## config.mk

```make
export PLATFORM = sky130hd
export DESIGN_NAME = bp_cce_mshr_sched_flat
export DESIGN_NICKNAME = d
export VERILOG_FILES = /design/src/rtl/bp_cce_mshr_sched_pkg.sv /design/src/rtl/bp_cce_mshr_sched_if.sv /design/src/rtl/bp_cce_mshr_sched_rr_pick.sv /design/src/rtl/bp_cce_mshr_sched.sv /design/src/flat_wrapper.sv
export SDC_FILE = /design/constraint.sdc
export NUM_CORES = 1
export LEC_CHECK = 0
export ABC_CLOCK_PERIOD_IN_PS = 7000
export BUFFER_PORTS_ARGS = -buffer_cell sky130_fd_sc_hd__buf_2
export CAP_MARGIN = 20
export CORE_UTILIZATION = 50
export CTS_BUF_LIST = sky130_fd_sc_hd__clkbuf_4
export CTS_CLUSTER_SIZE = 20
export DETAILED_ROUTE_END_ITERATION = 10
export PLACE_DENSITY = 0.69
export RECOVER_POWER = 25
export SYNTH_ARGS = -nofsm -noshare
export SYNTH_HDL_FRONTEND = slang
export SYNTH_HIERARCHICAL = 1
export SYNTH_SLANG_ARGS = --single-unit
```

## constraint.sdc

```tcl
create_clock -name clk_i -period 7 [get_ports clk_i]
set_input_delay 0 -clock clk_i [delete_from_list [all_inputs] [get_ports clk_i]]
set_output_delay 0 -clock clk_i [all_outputs]
set_load 0.01 [all_outputs]
```

## src/rtl/bp_cce_mshr_sched_pkg.sv

```systemverilog
// Shared types for the CCE multi-transaction MSHR scheduler.
// Slot lifecycle: FREE -> READY -> RUNNING -> (FREE | WAIT -> READY).
package bp_cce_mshr_sched_pkg;

    typedef enum logic [1:0] {
        e_slot_free    = 2'd0,
        e_slot_ready   = 2'd1,
        e_slot_running = 2'd2,
        e_slot_wait    = 2'd3
    } bp_cce_mshr_slot_state_e;

endpackage

```

## src/rtl/bp_cce_mshr_sched_if.sv

```systemverilog
// Request/grant/completion bundle between LCE front end, microcode engine and scheduler.
interface bp_cce_mshr_sched_if #(
    parameter int num_mshr_p     = 4,
    parameter int paddr_width_p  = 40,
    parameter int lce_id_width_p = 4
) ();
    localparam int lg_num_mshr_lp = $clog2(num_mshr_p);

    logic                      alloc_v_i;
    logic [paddr_width_p-1:0]  alloc_paddr_i;
    logic [lce_id_width_p-1:0] alloc_lce_id_i;
    logic                      alloc_ready_o;
    logic [lg_num_mshr_lp-1:0] alloc_id_o;
    logic                      sched_v_o;
    logic [lg_num_mshr_lp-1:0] sched_id_o;
    logic [paddr_width_p-1:0]  sched_paddr_o;
    logic [lce_id_width_p-1:0] sched_lce_id_o;
    logic                      sched_yumi_i;
    logic                      suspend_i;
    logic                      done_i;
    logic                      mem_resp_v_i;
    logic [lg_num_mshr_lp-1:0] mem_resp_id_i;
    logic [lg_num_mshr_lp-1:0] active_id_o;
    logic                      busy_o;
    logic                      empty_o;
    logic                      full_o;
    logic                      error_o;

    modport master (
        output alloc_v_i, alloc_paddr_i, alloc_lce_id_i, sched_yumi_i,
               suspend_i, done_i, mem_resp_v_i, mem_resp_id_i,
        input  alloc_ready_o, alloc_id_o, sched_v_o, sched_id_o, sched_paddr_o,
               sched_lce_id_o, active_id_o, busy_o, empty_o, full_o, error_o
    );

    modport slave (
        input  alloc_v_i, alloc_paddr_i, alloc_lce_id_i, sched_yumi_i,
               suspend_i, done_i, mem_resp_v_i, mem_resp_id_i,
        output alloc_ready_o, alloc_id_o, sched_v_o, sched_id_o, sched_paddr_o,
               sched_lce_id_o, active_id_o, busy_o, empty_o, full_o, error_o
    );

endinterface

```

## src/rtl/bp_cce_mshr_sched_rr_pick.sv

```systemverilog
// Round-robin pick: first set bit of ready_i at or after ptr_i, wrapping around.
module bp_cce_mshr_rr_pick #(
    parameter  int num_p     = 4,
    localparam int lg_num_lp = $clog2(num_p)
) (
    input  logic [num_p-1:0]     ready_i,
    input  logic [lg_num_lp-1:0] ptr_i,
    output logic                 v_o,
    output logic [lg_num_lp-1:0] id_o
);

    logic [lg_num_lp-1:0] w_idx;
    logic                 w_found;
    logic                 w_hit;

    // Walk from the pointer; index arithmetic wraps because num_p is a power of two.
    always_comb begin
        w_idx   = '0;
        w_found = 1'b0;
        w_hit   = 1'b0;
        id_o    = '0;
        for (int i = 0; i < num_p; i++) begin
            w_idx   = ptr_i + lg_num_lp'(i);
            w_hit   = ~w_found & ready_i[w_idx];
            id_o    = w_hit ? w_idx : id_o;
            w_found = w_found | w_hit;
        end
    end

    assign v_o = |ready_i;

endmodule

```

## src/rtl/bp_cce_mshr_sched.sv

```systemverilog
// MSHR slot scheduler: allocates slots to LCE requests, blocks same-block requests,
// and round-robin grants READY slots to the single microcode engine.
module bp_cce_mshr_sched
    import bp_cce_mshr_sched_pkg::*;
#(
    parameter int num_mshr_p               = 4,
    parameter int paddr_width_p            = 40,
    parameter int lce_id_width_p           = 4,
    parameter int lg_block_size_in_bytes_p = 6
) (
    input  logic                  clk_i,
    input  logic                  reset_n_i,
    bp_cce_mshr_sched_if.slave    io
);

    localparam int lg_lp = $clog2(num_mshr_p);

    bp_cce_mshr_slot_state_e   r_state [num_mshr_p];
    logic [paddr_width_p-1:0]  r_paddr [num_mshr_p];
    logic [lce_id_width_p-1:0] r_lce   [num_mshr_p];
    logic [lg_lp-1:0]          r_rr;
    logic                      r_error;

    logic [num_mshr_p-1:0] w_free, w_ready, w_running, w_conflict;
    logic [lg_lp-1:0]      w_alloc_id, w_active_id, w_sched_id;
    logic                  w_any_ready, w_busy, w_full, w_sched_v, w_alloc_ready;
    logic                  w_alloc_fire, w_grant, w_err_set;

    function automatic logic [lg_lp-1:0] lowest_set(input logic [num_mshr_p-1:0] vec);
        logic [lg_lp-1:0] res;
        res = '0;
        for (int i = num_mshr_p - 1; i >= 0; i--) begin
            res = vec[i] ? lg_lp'(i) : res;
        end
        return res;
    endfunction

    // Per-slot state decode and block-address conflict against the incoming request.
    always_comb begin
        w_free     = '0;
        w_ready    = '0;
        w_running  = '0;
        w_conflict = '0;
        for (int i = 0; i < num_mshr_p; i++) begin
            w_free[i]     = (r_state[i] == e_slot_free);
            w_ready[i]    = (r_state[i] == e_slot_ready);
            w_running[i]  = (r_state[i] == e_slot_running);
            w_conflict[i] = (r_state[i] != e_slot_free) &&
                (r_paddr[i][paddr_width_p-1:lg_block_size_in_bytes_p] ==
                 io.alloc_paddr_i[paddr_width_p-1:lg_block_size_in_bytes_p]);
        end
    end

    bp_cce_mshr_rr_pick #(.num_p(num_mshr_p)) u_rr_pick (
        .ready_i (w_ready),
        .ptr_i   (r_rr),
        .v_o     (w_any_ready),
        .id_o    (w_sched_id)
    );

    assign w_alloc_id    = lowest_set(w_free);
    assign w_active_id   = lowest_set(w_running);
    assign w_busy        = |w_running;
    assign w_full        = ~|w_free;
    assign w_sched_v     = ~w_busy & w_any_ready;
    // Held low during reset even though every slot already reads FREE.
    assign w_alloc_ready = reset_n_i & ~w_full & ~|w_conflict;
    assign w_alloc_fire  = io.alloc_v_i & w_alloc_ready;
    assign w_grant       = io.sched_yumi_i & w_sched_v;

    assign w_err_set = (io.sched_yumi_i & ~w_sched_v)
                     | ((io.done_i | io.suspend_i) & ~w_busy)
                     | (io.done_i & io.suspend_i)
                     | (io.mem_resp_v_i & (r_state[io.mem_resp_id_i] != e_slot_wait));

    // Slot lifecycle, payload capture, round-robin pointer and sticky error.
    always_ff @(posedge clk_i or negedge reset_n_i) begin
        if (!reset_n_i) begin
            for (int i = 0; i < num_mshr_p; i++) begin
                r_state[i] <= e_slot_free;
                r_paddr[i] <= '0;
                r_lce[i]   <= '0;
            end
            r_rr    <= '0;
            r_error <= 1'b0;
        end else begin
            for (int i = 0; i < num_mshr_p; i++) begin
                case (r_state[i])
                    e_slot_free: begin
                        if (w_alloc_fire && (w_alloc_id == lg_lp'(i))) begin
                            r_state[i] <= e_slot_ready;
                            r_paddr[i] <= io.alloc_paddr_i;
                            r_lce[i]   <= io.alloc_lce_id_i;
                        end
                    end
                    e_slot_ready: begin
                        if (w_grant && (w_sched_id == lg_lp'(i))) begin
                            r_state[i] <= e_slot_running;
                        end
                    end
                    e_slot_running: begin
                        if (io.done_i) begin
                            r_state[i] <= e_slot_free;
                        end else if (io.suspend_i) begin
                            r_state[i] <= e_slot_wait;
                        end
                    end
                    e_slot_wait: begin
                        if (io.mem_resp_v_i && (io.mem_resp_id_i == lg_lp'(i))) begin
                            r_state[i] <= e_slot_ready;
                        end
                    end
                    default: r_state[i] <= e_slot_free;
                endcase
            end
            if (w_grant) begin
                r_rr <= w_sched_id + lg_lp'(1);
            end
            r_error <= r_error | w_err_set;
        end
    end

    assign io.alloc_ready_o  = w_alloc_ready;
    assign io.alloc_id_o     = w_alloc_id;
    assign io.sched_v_o      = w_sched_v;
    assign io.sched_id_o     = w_sched_id;
    assign io.sched_paddr_o  = r_paddr[w_sched_id];
    assign io.sched_lce_id_o = r_lce[w_sched_id];
    assign io.active_id_o    = w_active_id;
    assign io.busy_o         = w_busy;
    assign io.empty_o        = &w_free;
    assign io.full_o         = w_full;
    assign io.error_o        = r_error;

endmodule

```

## src/flat_wrapper.sv

```systemverilog
// flat-port wrapper written by rule: the top's interface ports become plain ports
module bp_cce_mshr_sched_flat import bp_cce_mshr_sched_pkg::*;
#(
    parameter int num_mshr_p               = 4,
    parameter int paddr_width_p            = 40,
    parameter int lce_id_width_p           = 4,
    parameter int lg_block_size_in_bytes_p = 6
)
  (clk_i, reset_n_i, io_alloc_v_i, io_alloc_paddr_i, io_alloc_lce_id_i, io_sched_yumi_i, io_suspend_i, io_done_i, io_mem_resp_v_i, io_mem_resp_id_i, io_alloc_ready_o, io_alloc_id_o, io_sched_v_o, io_sched_id_o, io_sched_paddr_o, io_sched_lce_id_o, io_active_id_o, io_busy_o, io_empty_o, io_full_o, io_error_o);
  bp_cce_mshr_sched_if #(.num_mshr_p(num_mshr_p), .paddr_width_p(paddr_width_p), .lce_id_width_p(lce_id_width_p)) io_i ();
  input  logic clk_i;
  input  logic reset_n_i;
  input wire logic [$bits(io_i.alloc_v_i)-1:0] io_alloc_v_i;
  input wire logic [$bits(io_i.alloc_paddr_i)-1:0] io_alloc_paddr_i;
  input wire logic [$bits(io_i.alloc_lce_id_i)-1:0] io_alloc_lce_id_i;
  input wire logic [$bits(io_i.sched_yumi_i)-1:0] io_sched_yumi_i;
  input wire logic [$bits(io_i.suspend_i)-1:0] io_suspend_i;
  input wire logic [$bits(io_i.done_i)-1:0] io_done_i;
  input wire logic [$bits(io_i.mem_resp_v_i)-1:0] io_mem_resp_v_i;
  input wire logic [$bits(io_i.mem_resp_id_i)-1:0] io_mem_resp_id_i;
  output wire logic [$bits(io_i.alloc_ready_o)-1:0] io_alloc_ready_o;
  output wire logic [$bits(io_i.alloc_id_o)-1:0] io_alloc_id_o;
  output wire logic [$bits(io_i.sched_v_o)-1:0] io_sched_v_o;
  output wire logic [$bits(io_i.sched_id_o)-1:0] io_sched_id_o;
  output wire logic [$bits(io_i.sched_paddr_o)-1:0] io_sched_paddr_o;
  output wire logic [$bits(io_i.sched_lce_id_o)-1:0] io_sched_lce_id_o;
  output wire logic [$bits(io_i.active_id_o)-1:0] io_active_id_o;
  output wire logic [$bits(io_i.busy_o)-1:0] io_busy_o;
  output wire logic [$bits(io_i.empty_o)-1:0] io_empty_o;
  output wire logic [$bits(io_i.full_o)-1:0] io_full_o;
  output wire logic [$bits(io_i.error_o)-1:0] io_error_o;
  assign io_i.alloc_v_i = io_alloc_v_i;
  assign io_i.alloc_paddr_i = io_alloc_paddr_i;
  assign io_i.alloc_lce_id_i = io_alloc_lce_id_i;
  assign io_i.sched_yumi_i = io_sched_yumi_i;
  assign io_i.suspend_i = io_suspend_i;
  assign io_i.done_i = io_done_i;
  assign io_i.mem_resp_v_i = io_mem_resp_v_i;
  assign io_i.mem_resp_id_i = io_mem_resp_id_i;
  assign io_alloc_ready_o = io_i.alloc_ready_o;
  assign io_alloc_id_o = io_i.alloc_id_o;
  assign io_sched_v_o = io_i.sched_v_o;
  assign io_sched_id_o = io_i.sched_id_o;
  assign io_sched_paddr_o = io_i.sched_paddr_o;
  assign io_sched_lce_id_o = io_i.sched_lce_id_o;
  assign io_active_id_o = io_i.active_id_o;
  assign io_busy_o = io_i.busy_o;
  assign io_empty_o = io_i.empty_o;
  assign io_full_o = io_i.full_o;
  assign io_error_o = io_i.error_o;
  bp_cce_mshr_sched #(.num_mshr_p(num_mshr_p), .paddr_width_p(paddr_width_p), .lce_id_width_p(lce_id_width_p), .lg_block_size_in_bytes_p(lg_block_size_in_bytes_p)) u_core (.clk_i(clk_i), .reset_n_i(reset_n_i), .io(io_i));
endmodule
```

### Word-level counts from Yosys, hierarchy flattened

Index checks and enable logic that the tools add are counted.

* equality and inequality tests: 42
* order comparisons: 6
* multiplexer cells: 47
* reductions and logical operators: 42
* add/sub/neg operators: 4
* bitwise operators: 26

Operators by type and width (number)
* $eq 34x34->1: 4
* $bmux 40 s2: 1
* $mux 40: 2
* $mux 2: 28
* $pmux 2 s4: 4
* $eq 2x2->1 const B: 14
* $reduce_and 4->1: 5
* $logic_and 1x1->1: 16
* $ne 2x1->1 const B: 8
* $reduce_or 4->1: 4
* $eq 2x1->1 const B: 7
* $logic_not 2->1: 7
* $and 1x1->1: 12
* $lt 2x3->1 const B: 4
* $ne 3x3->1 const B: 4
* $ne 2x2->1 const B: 5
* $bmux 1 s2: 4
* $bmux 4 s2: 1
* $mux 4: 2
* $reduce_and 2->1: 4
* $reduce_bool 2->1: 4
* $or 1x1->1: 7
* $ge 3x3->1 const B: 2
* $not 2->3: 2
* 6 further kinds: 16

* flip-flop bits (word level): 187
* logic and storage cells: 181
* bits of input ports: 53

### Logic depth before layout (Yosys ltp)

* depth in word-level cells: 16
* mapped depth: 13
* gate-level depth less buffers: 11

### Hierarchy

Netlist, hierarchy kept.

By module, submodules not included
* bp_cce_mshr_sched: times used 1, cells each 809, area an instance 10687.8 µm²
* bp_cce_mshr_rr_pick: times used 1, cells each 15, area an instance 77.6 µm²

### Worst setup path before layout

OpenSTA, ideal clock, no wires.

* path type: reg-to-reg
* from: reg u_core/r_state[5] in the netlist's numbering
* to: reg u_core/r_state[6] in the netlist's numbering
* data required time: 6.872 ns
* stages on the path, launching flop included: 14
* arrival time: 3.116 ns
* path slack: 3.756 ns
* path through: dfrtp_1 inv_1 ha_1 inv_1 a221o_1 a21oi_1 clkbuf_1 clkbuf_1 inv_1 ha_1 nand2_1 a221oi_2 mux2i_1 nand3_1

* word-level cells in the longest chain between the ends: 16

Ends and longest elaborated chain
* start, declared: line bp_cce_mshr_sched.sv:18 `bp_cce_mshr_slot_state_e r_state [num_mshr_p];`
* start signal, assigned by index: line bp_cce_mshr_sched.sv:80 `r_state[i] <= e_slot_free;`
* start signal, assigned by index: line bp_cce_mshr_sched.sv:91 `r_state[i] <= e_slot_ready;`
* start signal, assigned by index: line bp_cce_mshr_sched.sv:98 `r_state[i] <= e_slot_running;`
* $eq 2x1->1 (*): line bp_cce_mshr_sched.sv:46 `w_ready[i] = (r_state[i] == e_slot_ready);`
* via u_core.w_ready[1]: line bp_cce_mshr_sched.sv:24 `logic [num_mshr_p-1:0] w_free, w_ready, w_running, w_conflict;`
* $bmux 1 s2: line bp_cce_mshr_sched_rr_pick.sv:24 `w_hit = ~w_found & ready_i[w_idx];`
* $mux 1 (implied by the code): line bp_cce_mshr_sched_rr_pick.sv:24
* $not 1->1: line bp_cce_mshr_sched_rr_pick.sv:24
* $and 1x1->1: line bp_cce_mshr_sched_rr_pick.sv:24
* $or 1x1->1: line bp_cce_mshr_sched_rr_pick.sv:26 `w_found = w_found | w_hit;`
* $not 1->1: line bp_cce_mshr_sched_rr_pick.sv:24
* [... 2 more ...]
* $not 1->1: line bp_cce_mshr_sched_rr_pick.sv:24
* $and 1x1->1: line bp_cce_mshr_sched_rr_pick.sv:24
* $mux 2 (*): line bp_cce_mshr_sched_rr_pick.sv:25 `id_o = w_hit ? w_idx : id_o;`
* via io_sched_id_o[0]: line flat_wrapper.sv:24 `output wire logic [$bits(io_i.sched_id_o)-1:0] io_sched_id_o;`
* $logic_not 2->1 (*): line bp_cce_mshr_sched.sv:97 `if (w_grant && (w_sched_id == lg_lp'(i))) begin`
* $logic_and 1x1->1 (*): line bp_cce_mshr_sched.sv:97
* $ne 2x1->1 (no source line) (*)
* $reduce_and 4->1 (no source line) (*)

Mark *: on every way through the listed nets, which the timed path passes. The rest lies on a longest branch. The select of a mux whose other input is x is not followed.
A chain may end at the register's enable or synchronous reset.

### Worst setup path in the final report

* from: reg u_core/r_state[5] in the netlist's numbering
* to: reg u_core/r_state[2] in the netlist's numbering

* word-level cells in the longest chain between the ends: 16

Ends and longest elaborated chain (line)
* $eq 2x1->1 (*): bp_cce_mshr_sched.sv:46
* via u_core.w_ready[1]: bp_cce_mshr_sched.sv:24
* $bmux 1 s2: bp_cce_mshr_sched_rr_pick.sv:24
* $mux 1 (implied by the code): bp_cce_mshr_sched_rr_pick.sv:24
* $not 1->1: bp_cce_mshr_sched_rr_pick.sv:24
* $and 1x1->1: bp_cce_mshr_sched_rr_pick.sv:24
* $or 1x1->1: bp_cce_mshr_sched_rr_pick.sv:26
* $not 1->1: bp_cce_mshr_sched_rr_pick.sv:24
* $and 1x1->1: bp_cce_mshr_sched_rr_pick.sv:24
* $or 1x1->1: bp_cce_mshr_sched_rr_pick.sv:26
* $not 1->1: bp_cce_mshr_sched_rr_pick.sv:24
* $and 1x1->1: bp_cce_mshr_sched_rr_pick.sv:24
* $mux 2: bp_cce_mshr_sched_rr_pick.sv:25
* $eq 2x2->1: bp_cce_mshr_sched.sv:97
* $logic_and 1x1->1 (*): bp_cce_mshr_sched.sv:97
* $ne 2x1->1 (no source line) (*)
* $reduce_and 4->1 (no source line) (*)

Marked as above.

==> results.md <==
- The run finished, with violations left.
- The final reports fail on max-capacitance violations, max-slew violations.
- Clock-pin slew was measured on the worst setup and hold paths at 0.19 ns.
- The initial antenna violation count is 1.
- The average cell area after synthesis is 13.06 um2.
- The via count of the first global-routing pass came to 7061.
- The start-to-end type of the worst setup path is register to register.
- By area the synthesized netlist is led by sky130_fd_sc_hd__dfrtp_1 (43%), sky130_fd_sc_hd__mux2_1 (16%), sky130_fd_sc_hd__xor2_1 (10%), sky130_fd_sc_hd__mux4_2 (9.2%), sky130_fd_sc_hd__ha_1 (2.3%).
- The via count is 6990.
- Entering global routing, the biggest net connects 68 pins.
- Summed over all layers, the global routing overflow is 0.
- The number of routed nets with antenna violations is 0.
- For this run, the leading register cell type out of synthesis is sky130_fd_sc_hd__dfrtp_1.
- The synthesized netlist cell count is 824.
- The number of cells on the critical path is 14.
- The minimum setup slack in the final design is 2.631 ns.
- The die footprint is 22120 um2.
- The first global-routing pass estimated 40210 um of wire.
- The area overhead of the layout relative to synthesis is 13.35%.
- The worst setup timing slack at the placement stage is 3.589 ns.
- At the pin with the least slew margin, the transition time is 3.435 ns.
- The layer carrying the most global-route usage is met2.
- For the worst flop-to-flop path, the logic depth is 14.
- The setup TNS after final layout is 0 ns.
- Power spread over the standard cell area amounts to 496.1 nW/um2.
- The die height is 148.7 um.
- The maximum net fanout on the critical path is 47.
- Setup violations remaining at the end of the flow were counted as 0.
- The number of sinks driven by the clock tree is 187.
- The worst slew slack as a fraction of its limit is -1.290.
- The required time reported for the critical path endpoint is 7.51 ns.
- For this configuration, the core starts out at a cell density of 0.5105.
- In this design, the stage delay of the slowest critical-path cell is 0.79 ns.
- The total count of hold-check failures in the final report came to 0.
- The kind of capture point of the worst setup path is a register.
- In this run the standard cell core region covers 21090 um2.
- The number of vias per cell after detailed routing is 5.637.
- For met3 alone, demand over resource in global routing was 0.03578.
- Timing would allow up to 0.2289 GHz.
- After filler insertion, the fill cell instance count of the layout stands at 1779.
- Setup repair after global routing left no endpoint under its margin.
- The post-synthesis sequential area ratio is 0.4347.
- By instance count, the leading cell after synthesis is sky130_fd_sc_hd__dfrtp_1.
- The async set-reset flop share out of synthesis is 1.000.
- The commonest cells after synthesis are sky130_fd_sc_hd__dfrtp_1 (187), sky130_fd_sc_hd__mux2_1 (156), sky130_fd_sc_hd__xor2_1 (124).
- Summed over all nets, the half-perimeter wirelength after detailed placement is 17100 um.
- In the global route stage, overall resource usage came out at 0.2435.
- After detailed routing, the number of remaining DRC violations is 0.
- Counting along the longest clock path gives a buffer depth of 2.
- The count of yosys warnings during synthesis is 6.
- The fraction of final layout cells with drive strength greater than 1 is 0.2355.
- The setup check on the worst reg-to-reg path leaves a slack of 2.63 ns.
- Of the post-synthesis cell area, the dominant cell type holds 0.4347.
- Between clock sinks in the finished design, the worst skew comes to 0.03646 ns.
- The total buffers and inverters traversed by the critical path is 6.
- The path class of the tightest hold or removal check is input port to register.
- The wire length per cell after detailed routing is 20.70 um.
- Across all hold checks on the routed design, the worst slack comes to 0.1640 ns.
- During I/O placement, the number of pins put on the boundary was 109.
- Synthesis produced a netlist with a net count of 897.
- The global-route met2 utilization is 0.3960.
- The synthesized design contains 0 enable-type register cells.
- Data on the critical path arrives at its endpoint at 4.88 ns.
- The most critical setup path has its startpoint at u_core/r_state[5].
- The startpoint identified for the worst register-to-register timing path is u_core/r_state[5].
- The number of buffers inserted by port buffering is 108.
- For this block, the initial DRC count from the detailed router was 348.
- The congestion estimate from routability-driven global placement came to 0.8348.
- The number of distinct library cells after synthesis is 45.
- Following the worst setup path forward leads to its endpoint at u_core/r_state[2].
- Walking the worst path, the cells encountered are inv_1, ha_1, inv_1, a221o_1, a21oi_4, buf_4, inv_1, ha_1, nand2_1, a221oi_2, dlygate4sd3_1, nand4_1, dlygate4sd3_1, nand3_1.
- The endpoint of the worst-slack reg-to-reg timing path is u_core/r_state[2].
- In this run the static leakage power is 5.504 nW.
- The top cell family by delay on the critical path is buffers and inverters.
- For this run, the detailed router's first-pass iteration total came to 4.
- The number of placement rows is 53.
- Max-cap violations in this run came to 2.
- The routed design has 25670 um of wire.
- The CTS buffer count is 17.
- The maximum resistive drop on vdd is 0.3544 mV.
- The cell area that synthesis handed to floorplanning was 10770 um2.
- The H-tree generated during clock tree synthesis spans 4 levels.
- The most numerous cell type found on the critical path is sky130_fd_sc_hd__inv_1.
- The top cell type by total area after synthesis is sky130_fd_sc_hd__dfrtp_1.
- The final count of pins violating max slew is 122.
- The worst setup path is launched from a register.
- The time the final worst path needs with I/O delays and setup is 4.369 ns.
- The final net count is 1024.
- The clock latency of the later-clocked register in the worst-skew pair is 0.60 ns.
- The clock tree from TritonCTS is built.
- Dividing the final minimum period by the clock period gives 0.6241.
- Synthesis inferred 187 register bits.
- The total setup buffers inserted after CTS is 0.
- The standard cell with the maximum stage delay on the critical path is sky130_fd_sc_hd__buf_4.
- Measured along the x axis, the die boundary spans 148.7 um.
- The global-route met1 utilization is 0.3390.
- The root buffer cell is sky130_fd_sc_hd__clkbuf_4.
logic make-up after synthesis:
logic type,count (synthesis),synth area share
xor+xnor,136,0.1106
compound gates,37,0.02499
mux,230,0.2857
buf+inv,89,0.04672
flops,187,0.4347
fa+ha+maj,21,0.02417
simple gates,124,0.07311
per-layer routing:
layer / share of wire / vias up
met5: 0 / -
li1: - / 3241
met3: 0.036 / 24
met2: 0.49 / 150
met1: 0.46 / 3575
met4: 0.016 / 0
worst min path at each step:
stage	endpoint	slack (ns)	cells past startpoint	from
2_1_floorplan	u_core/io.error_o	-0.30	0	reset_n_i
5_1_grt	u_core/r_lce[4]	0.13	3	io_alloc_lce_id_i[0]
3_3_place_gp	u_core/r_paddr[138]	0.04	1	reset_n_i
3_5_place_dp	u_core/io.error_o	0.04	1	reset_n_i
4_1_cts	u_core/r_paddr[86]	0.0006	3	reset_n_i
6_report	u_core/r_lce[8]	0.16	3	io_alloc_lce_id_i[0]
registers in the layout, indices dropped and copies added (netlist names):
name / flops
u_core/r_paddr: 160
u_core/r_state: 8
u_core/io.error_o: 1
u_core/r_rr: 2
u_core/r_lce: 16
tightest hold or removal path: cells and delay by family:
kind | cells | cell delay [ns]
buf+inv | 2 | 0.64
mux | 1 | 0.12
stage by stage:
| step | total power (W) | util | std cells | area (um2) |
|---|---|---|---|---|
| 6_report | 0.006054 | 0.5787 | 1240 | 12200 |
| 5_1_grt | 0.006462 | 0.5787 | 1240 | 12200 |
| 4_1_cts | 0.006109 | 0.5803 | 1239 | 12240 |
| 3_5_place_dp | 0.005435 | 0.5354 | 1144 | 11290 |
| 3_3_place_gp | 0.005383 | 0.5354 | 1144 | 11290 |
| 2_1_floorplan | 0.004336 | - | 824 | 10770 |
cell usage in the layout (no fill, tap or decap), drive strengths merged, types with 8 or more instances in the layout:
cell type,n
a21oi,11
buf,110
clkbuf,20
dfrtp,187
dlygate4sd3,62
ha,20
inv,30
mux2,178
mux2i,8
mux4,44
nand2,14
nand3,18
nand4,16
nor2,8
nor3,11
nor4,34
o211ai,8
xnor2,12
xor2,124
area by class of cell:
| type | instances | area, um2 | area share |
|---|---|---|---|
| Sequential cell | 187 | 4679 | 0.3835 |
| Multi-Input combinational cell | 548 | 5605 | 0.4593 |
| Inverter | 22 | 82.58 | 0.006767 |
| Clock buffer | 17 | 127.6 | 0.01046 |
| Timing Repair Buffer | 175 | 1190 | 0.09751 |
| Clock inverter | 15 | 171.4 | 0.01405 |
| Antenna cell | 1 | 2.502 | 0.0002051 |
| Tap cell | 275 | 344.1 | 0.02820 |
report_power, final:
part | internal (W) | total [W] | switching [W]
clock | 0.000167 | 0.000604 | 0.000437
sequential | 0.00161 | 0.00205 | 0.000448
combinational | 0.00168 | 0.00340 | 0.00171
total | 0.00346 | 0.00605 | 0.00260
timing repair:
action	CTS	global route
hold buffers	63	0
hold endpoints to repair	247	0
endpoints found under the setup margin	0	0
resized for setup	0	0
Power figures use the tool's default switching activity.
